## src/rtl/division_seq.sv

```systemverilog
// rtl/division_seq.sv - multi-cycle restoring divider, one quotient bit per clock
// Optional signed mode (Signed port, Overflow flag) enabled by macro DIVISION_SEQ_SIGNED_EN.
module division_seq #(
  parameter int W = 16
) (
  input  logic         clk,
  input  logic         rst,
  input  logic         start,
  input  logic [W-1:0] A,
  input  logic [W-1:0] B,
`ifdef DIVISION_SEQ_SIGNED_EN
  input  logic         Signed,
`endif
  output logic [W-1:0] Quotient,
  output logic [W-1:0] Remainder,
  output logic         busy,
  output logic         done,
  output logic         DivByZero,
  output logic         Overflow
);

  localparam int CW = $clog2(W);

  typedef enum logic [1:0] {IDLE, RUN, FIN} state_t;

  state_t        state, state_nx;
  logic [W-1:0]  dvd;
  logic [W-1:0]  dvs;
  logic [W-1:0]  rem;
  logic [W-1:0]  quo;
  logic [CW-1:0] cnt;

  logic [W:0]    partial;
  logic [W-1:0]  diff;
  logic          fits;
  logic [W-1:0]  rem_nx;
  logic [W-1:0]  quo_nx;
  logic          last;
  logic [W-1:0]  q_fix;
  logic [W-1:0]  r_fix;
  logic [W-1:0]  cap_a;
  logic [W-1:0]  cap_b;

`ifdef DIVISION_SEQ_SIGNED_EN
  logic          neg_q;
  logic          neg_r;
  logic          ovf;
  logic          ovf_cap;
`endif

  always_ff @(posedge clk) begin
    if (rst) state <= IDLE;
    else     state <= state_nx;
  end

  always_comb begin
    state_nx = state;
    busy     = 1'b0;
    done     = 1'b0;
    case (state)
      IDLE: begin
        if (start) state_nx = (B == '0) ? FIN : RUN;
      end
      RUN: begin
        busy = 1'b1;
        if (last) state_nx = FIN;
      end
      FIN: begin
        busy     = 1'b1;
        done     = 1'b1;
        state_nx = IDLE;
      end
      default: state_nx = IDLE;
    endcase
  end

  // One restoring step; the extra top bit of partial keeps the compare exact.
  // When the divisor fits, the true difference is below 2^W, so W-bit wrap is harmless.
  always_comb begin
    partial = {rem, dvd[W-1]};
    fits    = (partial >= {1'b0, dvs});
    diff    = partial[W-1:0] - dvs;
    rem_nx  = fits ? diff : partial[W-1:0];
    quo_nx  = {quo[W-2:0], fits};
    last    = (cnt == CW'(W - 1));
  end

`ifdef DIVISION_SEQ_SIGNED_EN
  always_comb begin
    cap_a   = (Signed && A[W-1]) ? -A : A;
    cap_b   = (Signed && B[W-1]) ? -B : B;
    ovf_cap = Signed && (A == {1'b1, {(W-1){1'b0}}}) && (B == '1);
    q_fix   = neg_q ? -quo_nx : quo_nx;
    r_fix   = neg_r ? -rem_nx : rem_nx;
  end
`else
  always_comb begin
    cap_a = A;
    cap_b = B;
    q_fix = quo_nx;
    r_fix = rem_nx;
  end
`endif

  always_ff @(posedge clk) begin
    if (rst) begin
      dvd       <= '0;
      dvs       <= '0;
      rem       <= '0;
      quo       <= '0;
      cnt       <= '0;
      Quotient  <= '0;
      Remainder <= '0;
      DivByZero <= 1'b0;
      Overflow  <= 1'b0;
`ifdef DIVISION_SEQ_SIGNED_EN
      neg_q     <= 1'b0;
      neg_r     <= 1'b0;
      ovf       <= 1'b0;
`endif
    end else begin
      case (state)
        IDLE: begin
          if (start) begin
            dvd       <= cap_a;
            dvs       <= cap_b;
            rem       <= '0;
            quo       <= '0;
            cnt       <= '0;
            DivByZero <= (B == '0);
            Overflow  <= 1'b0;
`ifdef DIVISION_SEQ_SIGNED_EN
            neg_q     <= Signed && (A[W-1] ^ B[W-1]);
            neg_r     <= Signed && A[W-1];
            ovf       <= ovf_cap;
`endif
            // Zero divisor skips RUN, so results land on this same edge into FIN.
            if (B == '0) begin
              Quotient  <= '1;
              Remainder <= A;
            end
          end
        end
        RUN: begin
          dvd <= {dvd[W-2:0], 1'b0};
          rem <= rem_nx;
          quo <= quo_nx;
          cnt <= cnt + CW'(1);
          if (last) begin
            Quotient  <= q_fix;
            Remainder <= r_fix;
`ifdef DIVISION_SEQ_SIGNED_EN
            Overflow  <= ovf;
`endif
          end
        end
        default: ;
      endcase
    end
  end

endmodule

```

## config.mk

```make
export PLATFORM = sky130hd
export DESIGN_NAME = division_seq
export DESIGN_NICKNAME = d
export VERILOG_FILES = /design/src/rtl/division_seq.sv
export SDC_FILE = /design/constraint.sdc
export NUM_CORES = 1
export LEC_CHECK = 0
export ABC_AREA = 1
export BUFFER_PORTS_ARGS = -buffer_cell sky130_fd_sc_hd__buf_2
export CAP_MARGIN = 20
export CORE_UTILIZATION = 50
export DETAILED_ROUTE_END_ITERATION = 7
export MAX_ROUTING_LAYER = met4
export PLACE_DENSITY = 0.68
export SLEW_MARGIN = 10
export SYNTH_ARGS = -nofsm -noshare
export SYNTH_HDL_FRONTEND = slang
export SYNTH_SLANG_ARGS = --single-unit
```

## constraint.sdc

```tcl
create_clock -name clk -period 2.5 [get_ports clk]
set_input_delay 0.5 -clock clk [delete_from_list [all_inputs] [get_ports clk]]
set_output_delay 0.5 -clock clk [all_outputs]
set_load 0.1 [all_outputs]
```

==> impl_metrics.yaml <==
status:
  outcome: "complete, no violations"
timing:
  rsz0062_at_grt: "no"
  finalCritPeriodShare_pct: 87.3
  finalMaxSlewViolations: 0
  slew_headroom_pct: 57.0
  fin_crit_ns: 2.18
  hold_slack_ns: 0.376
  tightest_slew_ns: 0.644
  setup_viol: 0
  fin_skew_ns: 0.00907
  tns_ns: 0
  hold_violations: 0
  clock.fmax_mhz: 458
clock_tree:
  cts_buffers: 9
  clk_latency_ns: 0.39
  cts_tree: "yes"
  path_clk_slew_ns: 0.11
  cts_max_path_buffers: 2
  cts_hold_buf: 0
  clock-sinks: 102
  cts_resized: 0
  post_cts_buffers: 0
  cts-htree-levels: 3
  cts-root-buf: "clkbuf_8"
final_layout:
  final_area_um2: 6150
  diodes: 0
  stdcell_count: 1022
  syn_to_final_growth_pct: 9.24
  drive_gt1_share_pct: 13.8
  nNetsFinal: 934
  fillers: 1132
setup_path:
  cp_max_fo: 18
  cp.arrival_ns: 2.52
  r2r-start: "rem[10]"
  crit_start: "rem[10]"
  ff2ff_path_depth: 9
  cp-start-kind: "flop"
  required_ns: 2.84
  path_class: "reg2reg"
  endpoint_kind: "flop"
detailed_routing:
  vias: 5257
  dr.max_layer_used: "met4"
  met3WireLength_um: 650
  drt_iter0_markers: 334
  via_per_inst: 5.14
  drt-total-wl_mm: 14.4
  firstDrtPassIters: 5
  final_antenna_net_count: 0
  wl_met2_mm: 6.83
  wirelength_met1_mm: 6.62
  drc_errors: 0
  wire_per_inst_um: 14.0
min_path:
  hp-start: "A[4]"
  min_path_cells: 3
  hp-class: "in2reg"
floorplanning:
  die_w_um: 108
  die_height_um: 108
  coreArea_um2: 10900
  num_rows: 38
  dieArea_um2: 11700
  pin_count: 71
  start_util_pct: 51.7
yosys:
  synth_most_common_cell: "nand2_1"
  synth_seq_area_share_pct: 36.3
  synth_fp_nets: 888
  synth_area_um2: 5630
  synth_top_area_cell: "dfxtp_1"
  synth_seq_cells: 102
  async_flop_share_pct: 0
  syn_inst: 832
  postSynthAreaPerCell_um2: 6.77
  synth_top_area_share_pct: 36.3
  synth_edf_count: 0
  synth_ff_type: "dfxtp_1"
  synth_commonest_cells: "nand2_1 (193), inv_1 (116), dfxtp_1 (102)"
  netlist-cell-type-count: 35
  yosys_warnings: 0
  yosys-top-cells-area: "dfxtp_1 (36%), nand2_1 (13%), inv_1 (7.7%), o21ai_0 (6.0%), a21oi_1 (5.4%)"
place:
  gp_congestion: 0.916
  hpwl_mm: 10.6
  io_buffers: 69
  post_dp_cell_area_um2: 5970
  placed_cells: 1007
global_routing:
  antenna_found_initial: 0
  grt_max_degree: 64
  grt.total_usage_pct: 27.3
  gr-total-overflow: 0
  grt_pass1_wl_mm: 24.0
  grt_pass1_vias: 4856
pwr:
  power_density_nw_per_um2: 803
  peakVddDrop_mv: 0.512
  p_leak_nw: 3.10
job:
  max-cap-violations: 0
-- report_power, final --
part,internal [mW],switching (mW)
registers,1.78,0.0980
logic,0.587,1.47
clock network,0.376,0.629
-- metal layers --
metal  vias to the layer above  track usage (%)
met5                         -                -
met4                         0             7.34
met3                        14             5.61
met2                       132             44.0
met1                      2359             34.8
li1                       2752                -
-- sequential cells by signal, summed over array words and instances, names as in the netlist --
signal / count
Remainder: 16
dvd: 16
rem: 16
dvs: 16
DivByZero: 1
quo: 15
state: 2
Quotient: 16
cnt: 4
-- worst max-delay path, cell delays in order (launching register included) --
cell and delay [ns]:
dfxtp_1 0.37, ha_1 0.41, nand2_1 0.13, nor2_1 0.30, nand3_4 0.24, nand2_4 0.29, nand3_1 0.16, nand3_1 0.12
nand2_1 0.06, inv_1 0.04
-- cells by family (layout without fill, tap and decap cells) --
kind of cell               after synthesis  count (layout)  synth area share (%)
and+or+nand+nor                        390             390                  31.3
buffers and inverters                  165             215                  13.1
AOI/OAI and AO/OA                      145             145                  13.2
DFF                                    102             102                  36.3
adders and majority gates               21              21                  4.80
xor gates and xnor gates                 8               8                  1.24
other                                    1               1                0.0666
-- path summary, 6_finish.rpt --
path	endpoint	slack (ns)
worst max register to register	Remainder[12]	0.32
worst max-delay path	Remainder[12]	0.32
worst min-delay path	dvd[4]	0.38
worst min register to register	dvs[8]	0.47
-- cell type report --
type / count / area, µm² / share of cell area [%]
Sequential cell: 102 / 2040 / 33.2
Clock inverter: 6 / 55.1 / 0.895
Multi-Input combinational cell: 565 / 2850 / 46.4
Inverter: 120 / 450 / 7.32
Clock buffer: 9 / 124 / 2.01
Tap cell: 140 / 175 / 2.85
Timing Repair Buffer: 80 / 453 / 7.36
-- stage by stage --
stage                     total power [mW]  worst slack (ns)  util (%)
final                                 4.94             0.318      56.5
after global routing                  5.30            0.0979      56.5
after global placement                3.96             0.323      54.9
after detailed placement              3.97             0.309      54.9
after CTS                             4.98             0.287      56.5
after floorplan                       3.57             0.700         -
-- layout by cell type, fill, tap and decap left out, types with 3 or more instances in the layout --
master    instances
a21oi_1          61
a31oi_1          16
and2_1            3
buf_2            69
buf_4             9
clkbuf_8          9
dfxtp_1         102
ha_1             19
inv_1           116
inv_2             3
nand2_1         193
nand2_2           4
nand3_1          57
nand3_2          10
nand4_1          20
nor2_1           75
nor2_2            3
nor3_1           17
o21ai_0          67
xor2_1            7
(Power assumes the default switching activity.)
